File: config.mk
export PLATFORM = sky130hd
export DESIGN_NAME = cache_writeback_buffer
export DESIGN_NICKNAME = d
export VERILOG_FILES = /design/src/rtl/cache_writeback_buffer_pkg.sv /design/src/rtl/wb_match.sv /design/src/rtl/cache_writeback_buffer.sv
export SDC_FILE = /design/constraint.sdc
export NUM_CORES = 1
export LEC_CHECK = 0
export ABC_AREA = 1
export BUFFER_PORTS_ARGS = -buffer_cell sky130_fd_sc_hd__buf_2
export CAP_MARGIN = 15
export CORE_AREA = 2 2 215 217
export CTS_CLUSTER_DIAMETER = 80
export DETAILED_ROUTE_END_ITERATION = 16
export DIE_AREA = 0 0 217 219
export MAX_ROUTING_LAYER = met4
export PLACE_DENSITY = 0.71
export SYNTH_ARGS = -nofsm -noshare
export SYNTH_HDL_FRONTEND = slang
export SYNTH_SLANG_ARGS = --single-unit
export TNS_END_PERCENT = 20
File: constraint.sdc
create_clock -name clk -period 2 [get_ports clk]
set_input_delay 0.1 -clock clk [delete_from_list [all_inputs] [get_ports clk]]
set_output_delay 0.1 -clock clk [all_outputs]
set_load 0.03 [all_outputs]
File: src/rtl/cache_writeback_buffer_pkg.sv
// ---------------------------------------------------------------------------
// lc3b_types: shared types for the L1 write-back buffer slice.
//   lc3b_line_addr : 12-bit line address (byte address bits [15:4])
//   lc3b_line      : one 128-bit cache line
//   wb_entry       : one buffer slot {valid, line_addr, line}
//   wb_state_t     : downstream memory-port FSM state
// ---------------------------------------------------------------------------
package lc3b_types;

  typedef logic [11:0]  lc3b_line_addr;
  typedef logic [127:0] lc3b_line;

  typedef struct packed {
    logic          valid;
    lc3b_line_addr line_addr;
    lc3b_line      line;
  } wb_entry;

  typedef enum logic [1:0] {
    WB_IDLE  = 2'd0,
    WB_READ  = 2'd1,
    WB_WRITE = 2'd2,
    WB_RESP  = 2'd3
  } wb_state_t;

  // Strip the byte offset from a 16-bit byte address.
  function automatic lc3b_line_addr line_addr_of(input logic [15:0] addr);
    return addr[15:4];
  endfunction

endpackage

File: src/rtl/wb_match.sv
// ---------------------------------------------------------------------------
// wb_match: combinational CAM over the write-back buffer entries.
// Only instantiated when WB_FORWARD_EN is defined.
//
// Ports:
//   entries     in   all buffer slots (packed, index = slot number)
//   head        in   slot index of the oldest entry
//   count       in   number of occupied slots
//   draining    in   head slot is currently being written to memory
//   query       in   line address to look up
//   hit         out  some occupied, valid slot matches query
//   hit_idx     out  slot index of the youngest matching entry
//   hit_line    out  line data held in slot hit_idx
//   coalesce_ok out  a write to query may overwrite slot hit_idx in place
// ---------------------------------------------------------------------------
module wb_match
  import lc3b_types::*;
#(
  parameter int DEPTH = 2,
  localparam int PW = $clog2(DEPTH)
) (
  input  wb_entry [DEPTH-1:0] entries,
  input  logic    [PW-1:0]    head,
  input  logic    [PW:0]      count,
  input  logic                draining,
  input  lc3b_line_addr       query,
  output logic                hit,
  output logic    [PW-1:0]    hit_idx,
  output lc3b_line            hit_line,
  output logic                coalesce_ok
);

  logic [PW-1:0] idx;

  // Walk from oldest to youngest so a later match overrides an earlier one;
  // the surviving index is therefore the youngest matching entry.
  always_comb begin
    hit     = 1'b0;
    hit_idx = '0;
    idx     = '0;
    for (int k = 0; k < DEPTH; k++) begin
      idx = head + PW'(k);
      if (((PW+1)'(k) < count) && entries[idx].valid &&
          (entries[idx].line_addr == query)) begin
        hit     = 1'b1;
        hit_idx = idx;
      end
    end
  end

  assign hit_line = entries[hit_idx].line;

  // The head slot is frozen while memory is being written from it, so a
  // matching write must not land there.
  assign coalesce_ok = hit && !(draining && (hit_idx == head));

endmodule

File: src/rtl/cache_writeback_buffer.sv
// ---------------------------------------------------------------------------
// cache_writeback_buffer: eviction buffer between the L1 cache memory port
// and physical memory. Dirty-line write-backs are absorbed in one cycle and
// drained to memory in FIFO order whenever no read is waiting.
//
// Build option WB_FORWARD_EN:
//   defined   - read misses that match a buffered line are served from the
//               buffer, writes to a buffered (non-draining) line coalesce,
//               and a waiting read miss takes priority over draining.
//   undefined - no address compare; every write allocates, reads go to
//               memory only once the buffer is empty.
//
// Ports:
//   clk, reset_n       clock, asynchronous active-low reset
//   pmem_read/_write   cache request strobes, held until pmem_resp
//   pmem_address       cache line address (bits [3:0] ignored)
//   pmem_wdata         eviction line
//   pmem_rdata         registered read line to the cache
//   pmem_resp          one-cycle completion pulse to the cache
//   phys_read/_write   memory strobes, held until phys_resp
//   phys_address       memory line address (bits [3:0] zero)
//   phys_wdata         line being drained
//   phys_rdata         memory read line
//   phys_resp          memory completion pulse
//   wb_empty, wb_full  occupancy flags
//
// Downstream FSM
//   state    | meaning
//   WB_IDLE  | choose between a pending read miss and draining the head
//   WB_READ  | memory read for the cache's miss in flight
//   WB_WRITE | head entry being written to memory
//   WB_RESP  | read-miss data returned, pmem_resp high this cycle
// ---------------------------------------------------------------------------
module cache_writeback_buffer
  import lc3b_types::*;
#(
  parameter int DEPTH = 2
) (
  input  logic         clk,
  input  logic         reset_n,
  input  logic         pmem_read,
  input  logic         pmem_write,
  input  logic [15:0]  pmem_address,
  input  logic [127:0] pmem_wdata,
  output logic [127:0] pmem_rdata,
  output logic         pmem_resp,
  output logic         phys_read,
  output logic         phys_write,
  output logic [15:0]  phys_address,
  output logic [127:0] phys_wdata,
  input  logic [127:0] phys_rdata,
  input  logic         phys_resp,
  output logic         wb_empty,
  output logic         wb_full
);

  localparam int PW = $clog2(DEPTH);

  wb_entry [DEPTH-1:0] entries;
  logic    [PW-1:0]    head;
  logic    [PW-1:0]    tail;
  logic    [PW:0]      count;
  wb_state_t           state;
  wb_state_t           state_nxt;
  logic                ack_q;

  lc3b_line_addr query;
  logic          ack_pending;
  logic          draining;
  logic          drain_done;
  logic          wr_accept;
  logic          alloc;
  logic          coalesce;
  logic          rd_req;
  logic          rd_hit;
  logic          rd_miss;
  lc3b_line      fwd_line;
  logic          unused_addr_bits;

  assign unused_addr_bits = ^pmem_address[3:0];

  assign query    = line_addr_of(pmem_address);
  assign wb_empty = (count == '0);
  assign wb_full  = (count == (PW+1)'(DEPTH));

  // pmem_resp comes either from a one-cycle write/hit acknowledge or from the
  // RESP state. While it is high the cache still holds its request, so the
  // same request must not be taken a second time.
  assign pmem_resp   = ack_q | (state == WB_RESP);
  assign ack_pending = pmem_resp;

  assign draining   = (state == WB_WRITE);
  assign drain_done = draining && phys_resp;

  // A full buffer may still accept on the edge that frees the head slot.
  assign wr_accept = pmem_write && !ack_pending && (!wb_full || drain_done);

  // Write has priority when both strobes are seen together.
  assign rd_req = pmem_read && !pmem_write && !ack_pending;

`ifdef WB_FORWARD_EN
  logic          hit;
  logic [PW-1:0] hit_idx;
  logic          coalesce_ok;

  wb_match #(.DEPTH(DEPTH)) u_match (
    .entries     (entries),
    .head        (head),
    .count       (count),
    .draining    (draining),
    .query       (query),
    .hit         (hit),
    .hit_idx     (hit_idx),
    .hit_line    (fwd_line),
    .coalesce_ok (coalesce_ok)
  );

  assign coalesce = wr_accept && coalesce_ok;
  assign alloc    = wr_accept && !coalesce_ok;
  assign rd_hit   = rd_req && hit && (state != WB_READ) && (state != WB_RESP);
  assign rd_miss  = rd_req && !hit;
`else
  assign fwd_line = '0;
  assign coalesce = 1'b0;
  assign alloc    = wr_accept;
  assign rd_hit   = 1'b0;
  assign rd_miss  = rd_req;
`endif

  always_comb begin
    state_nxt = state;
    case (state)
      WB_IDLE: begin
`ifdef WB_FORWARD_EN
        if (rd_miss)        state_nxt = WB_READ;
        else if (!wb_empty) state_nxt = WB_WRITE;
`else
        // Without forwarding memory could return stale data for a line
        // still sitting in the buffer, so reads wait for a full drain.
        if (!wb_empty)      state_nxt = WB_WRITE;
        else if (rd_miss)   state_nxt = WB_READ;
`endif
      end
      WB_READ:  if (phys_resp) state_nxt = WB_RESP;
      WB_WRITE: if (phys_resp) state_nxt = WB_IDLE;
      WB_RESP:  state_nxt = WB_IDLE;
      default:  state_nxt = WB_IDLE;
    endcase
  end

  always_ff @(posedge clk or negedge reset_n) begin
    if (!reset_n) begin
      state      <= WB_IDLE;
      head       <= '0;
      tail       <= '0;
      count      <= '0;
      ack_q      <= 1'b0;
      pmem_rdata <= '0;
      entries    <= '0;
    end else begin
      state <= state_nxt;
      ack_q <= wr_accept | rd_hit;

      if (rd_hit)
        pmem_rdata <= fwd_line;
      else if ((state == WB_READ) && phys_resp)
        pmem_rdata <= phys_rdata;

      // When full, tail equals head; the allocation below is written after
      // the valid clear so it wins on a simultaneous drain-and-accept.
      if (drain_done) begin
        entries[head].valid <= 1'b0;
        head                <= head + PW'(1);
      end

      if (alloc) begin
        entries[tail].valid     <= 1'b1;
        entries[tail].line_addr <= query;
        entries[tail].line      <= pmem_wdata;
        tail                    <= tail + PW'(1);
      end
`ifdef WB_FORWARD_EN
      else if (coalesce) begin
        entries[hit_idx].line <= pmem_wdata;
      end
`endif

      case ({alloc, drain_done})
        2'b10:   count <= count + (PW+1)'(1);
        2'b01:   count <= count - (PW+1)'(1);
        default: count <= count;
      endcase
    end
  end

  always_comb begin
    phys_read    = 1'b0;
    phys_write   = 1'b0;
    phys_address = '0;
    phys_wdata   = '0;
    case (state)
      WB_READ: begin
        phys_read    = 1'b1;
        phys_address = {query, 4'h0};
      end
      WB_WRITE: begin
        phys_write   = 1'b1;
        phys_address = {entries[head].line_addr, 4'h0};
        phys_wdata   = entries[head].line;
      end
      default: ;
    endcase
  end

endmodule

==> results by stage <==
Outcome:
- The run finished, with violations left.
- The final reports fail on negative setup slack.

STA:
- The routed design could run at a clock period as short as roughly 2.2 ns.
- The post-route clock skew is roughly 0.025 ns.
- The number of failing setup endpoints in the final timing report is 140.
- Setup slack on the critical path of the routed design comes to -0.195 ns.
- The transition time at the pin with the least slew margin is between 0.6 and 0.7 ns.
- The fmax is roughly 460 MHz.
- Setup repair after global routing could not meet its margin everywhere.
- The relative slew slack is 0.544.
- Dividing the final minimum period by the clock period gives 1.10.
- The hold violation total from the final report was 0.
- The worst hold slack after final layout is 0.0461 ns.
- The final max-slew violation count was 0.

Die:
- The floorplan has 78 rows.
- The area enclosed by the die boundary is between 0.04 and 0.05 sq mm.
- The total core area is ~0.045 sq mm.
- The die width is 217 um.
- Measured along the y axis, the die boundary spans ~220 um.
- 554 I/O pins were placed.
- The initial core utilization is 0.416.

Placed design:
- The cell total after placement is ~3100.
- The count of port buffers added during placement is roughly 550.
- After legalization and detailed placement, the total HPWL measured 40200 um.
- The congestion estimate from routability-driven global placement came to a little over 0.8.

Synth:
- For this run, the register share of the synthesized area comes to 0.554.
- Among all cell types in the netlist, the one instantiated most often is nand2_1.
- The share of async-settable or async-resettable flops after synthesis is 1.00.
- Yosys attributes the largest share of cell area to dfrtp_1 55%, nand2_1 12%, nand4_1 9.3%, mux2_2 7.7%, nor2_1 5.7%.
- The area share of the largest cell type after synthesis is 0.554.
- The average cell area after synthesis is just over 9 sq um.
- In the synthesized netlist the dominant register cell turns out to be dfrtp_1.
- Counting every instance in the synthesized netlist gives ~2100.
- The mux share of post-synthesis cell area is 0.0769.
- Counting flops and latches in the post-synthesis netlist gives 415.
- Of the total synthesized cell area, the portion taken by XOR and XNOR cells is 0.00140.
- The fraction of the mapped netlist area in compound gates is 0.0415.
- The simple-gate area share of the yosys netlist is 0.271.
- The cell accounting for the most synthesized area is dfrtp_1.
- The number of synthesized flops with an enable pin is 0.
- After synthesis, the largest family of logic cells by area is simple AND/OR/NAND/NOR gates.
- After synthesis the cells add up to 0.0188 sq mm.
- The arithmetic-cell share of the synthesized area counting full adders, half adders and majority gates is 0.00334.
- The number of warning messages in the yosys log is 0.
- Sorting the synthesized cells by how often they occur yields 589 x nand2_1, 415 x dfrtp_1, 285 x nor2_1, 280 x nand4_1, 131 x o21ai_0.
- The number of distinct library cells after synthesis is 26.

Route:
- In the routed design, unresolved DRC markers number 0.
- The number of optimization iterations in the first detailed-route pass is 5.
- The count of nets left with antenna violations once routing finished came out at 0.
- The first routing iteration left between 2000 and 2500 violations.
- In the final routed layout, each cell accounts on average for 20.5 um.
- After detailed routing, the number of vias per cell comes to between 5 and 6.
- The total number of vias is 19100.
- After detailed routing, the total wire length is approximately 70000 um.

Power and ir drop:
- The fraction of power consumed by sequential logic is 0.301.
- The analysis attributes to net switching a power of approximately 23 mW.
- The fraction of power spent switching nets is 0.467.
- Power spread over the standard cell area amounts to 1790 mW/mm^2.
- The share of total power dissipated in combinational logic is 0.524.
- In this run the static leakage power is roughly 14 nW.
- The part of the power in the clock network is 0.175.
- The highest ir drop seen on vdd is 1.29 mV.
- The total power of the final layout is roughly 50 mW.
- The total internal power is between 20 and 30 mW.

Worst hold path:
- The classification of the worst-slack hold path is input pin to async pin.

Final layout:
- Fill cells in the final layout number roughly 3500.
- After the flow finishes, the layout carries non-filler instances totaling ~3500.
- After the last flow step, the layout net total stands at about 3100.
- Relative to the synthesized area, the layout overhead comes to 46.1%.
- The fraction of layout cells with a size suffix above 1 is 0.299.

Worst setup path:
- The kind of end point of the critical path is an output port.
- For flop-to-flop paths, the worst setup slack is -0.01 ns.
- Data on the critical path arrives at its endpoint at 2.10 ns.
- The launching element type of the critical path is a flip-flop.
- The type of the setup path with the least slack is flip-flop to output port.
- For the worst setup path, the data required time is about 1.9 ns.
- The maximum fanout encountered on the critical timing path is 17.
- The number of cell instances on the worst register-to-register path is 9.

Clock tree:
- The clock net in this run drives a total of roughly 420 sinks.
- The number of CTS-inserted buffers is 46.
- Clock-pin slew was measured on the worst setup and hold paths at around 0.060 ns.
- No sink is reached through more buffers than the 3 on the longest clock path.
- The number of H-tree branching levels is 2.
- CTS placed an instance of clkbuf_16 at the clock tree root.
- TritonCTS built the clock tree.
- The source-to-sink clock delay at the later pin of the worst-skew pair is between 0.5 and 0.6 ns.

Global route:
- The first global-routing pass estimated roughly 110000 um of wire.
- For this run the aggregate overflow at the end of global routing stands at 0.
- The number of antenna violations at the first check in global routing is 13.
- The pin count of the biggest net entering global routing is between 100 and 150.
- The combined global-route utilization of all metal layers is 0.293.
- The via count of the first global-routing pass was about 19000.

Flow run:
- The number of maximum-capacitance violations is 0.
through the flow:
step	util	TNS [ns]	setup slack [ns]	cell area [sq um]
global route	0.607	-32.91	-0.297	27400
floorplan	-	0	0.00768	18800
detailed placement	0.491	0	0.0956	22100
CTS	0.601	-24.45	-0.223	27100
finish	0.608	-14.75	-0.195	27400
global placement	0.491	0	0.0791	22100
flip-flops by register name (all words and copies together), names as in the netlist:
name	count
state	2
pmem_rdata	128
head	1
ack_q	1
count	2
tail	1
entries	280
final cells by class:
cell class              instances  area [sq um]  area share
flip-flops and latches        415         10400       0.379
multi-input cells            1456          7560       0.276
repair buffers                893          7060       0.258
clock buffers                  69          1360      0.0496
well taps                     600           751      0.0274
clock inverters                14           164     0.00598
inverters                      13          63.8     0.00233
diodes                         13          32.5     0.00119
repair inverters                1          7.51    0.000274
critical path: stages, from the launching register on:
cell and delay (ns):
dfrtp_1 0.41, inv_2 0.09, ha_4 0.15, buf_12 0.13, buf_12 0.12, clkbuf_16 0.18
o21ai_0 0.10, nor2_1 0.16, buf_4 0.19
layer usage:
layer  global-route usage  share of wire
met1                0.362           0.38
met2                0.461           0.48
met3               0.0754           0.10
met4                0.116          0.040
met5                    -              0
final timing paths:
kind	start	to
worst max-delay path	state[0]	phys_wdata[0]
worst min-delay path	reset_n	entries[249]
worst max register to register	state[1]	entries[129]
worst min register to register	entries[49]	entries[49]
max in group asynchronous	reset_n	pmem_rdata[18]
min in group clk	pmem_read	state[0]
timing repair:
item                       CTS  global route
pin swaps                   21            74
gates cloned                 6             6
gates resized for setup    192            30
setup endpoints to repair  140           419
hold endpoints to repair   828             0
buffers inserted             7             5
hold buffers               271             0
power by group through the flow:
| stage | registers, mW | logic [mW] | clock network (mW) |
|---|---|---|---|
| 2_1_floorplan | 16.7 | 12.8 | 0 |
| 3_3_place_gp | 14.4 | 21.7 | 0 |
| 3_5_place_dp | 14.7 | 22.2 | 0 |
| 4_1_cts | 14.6 | 24.5 | 8.71 |
| 5_1_grt | 15.2 | 27.2 | 9.12 |
| 6_report | 14.8 | 25.7 | 8.61 |
cell usage in the layout, fill, tap and decap left out, types with 4 or more instances in the layout:
cell and count:
clkinvlp_4 5, dfrtp_1 412, clkbuf_1 12, clkbuf_16 53, buf_6 10, o21ai_0 105
mux2_2 128, inv_1 8, buf_16 13, clkinv_2 6, buf_2 403, buf_12 21
a21oi_1 12, o21ai_1 32, nand4_1 280, clkbuf_8 10, nor2_1 277, buf_4 166
dlygate4sd3_1 271, diode_2 13, conb_1 4, nor2_2 5, nand2_1 585
kinds of logic (layout without fill, tap and decap cells):
| group | after synthesis | count (layout) |
|---|---|---|
| other | 1 | 17 |
| flip-flops | 415 | 415 |
| XOR/XNOR | 3 | 3 |
| adder cells (fa/ha/maj) | 5 | 5 |
| buffers and inverters | 201 | 990 |
| AO/OA/AOI/OAI | 155 | 155 |
| AND/OR/NAND/NOR | 1161 | 1161 |
| multiplexers | 128 | 128 |
(Power assumes the default switching activity.)
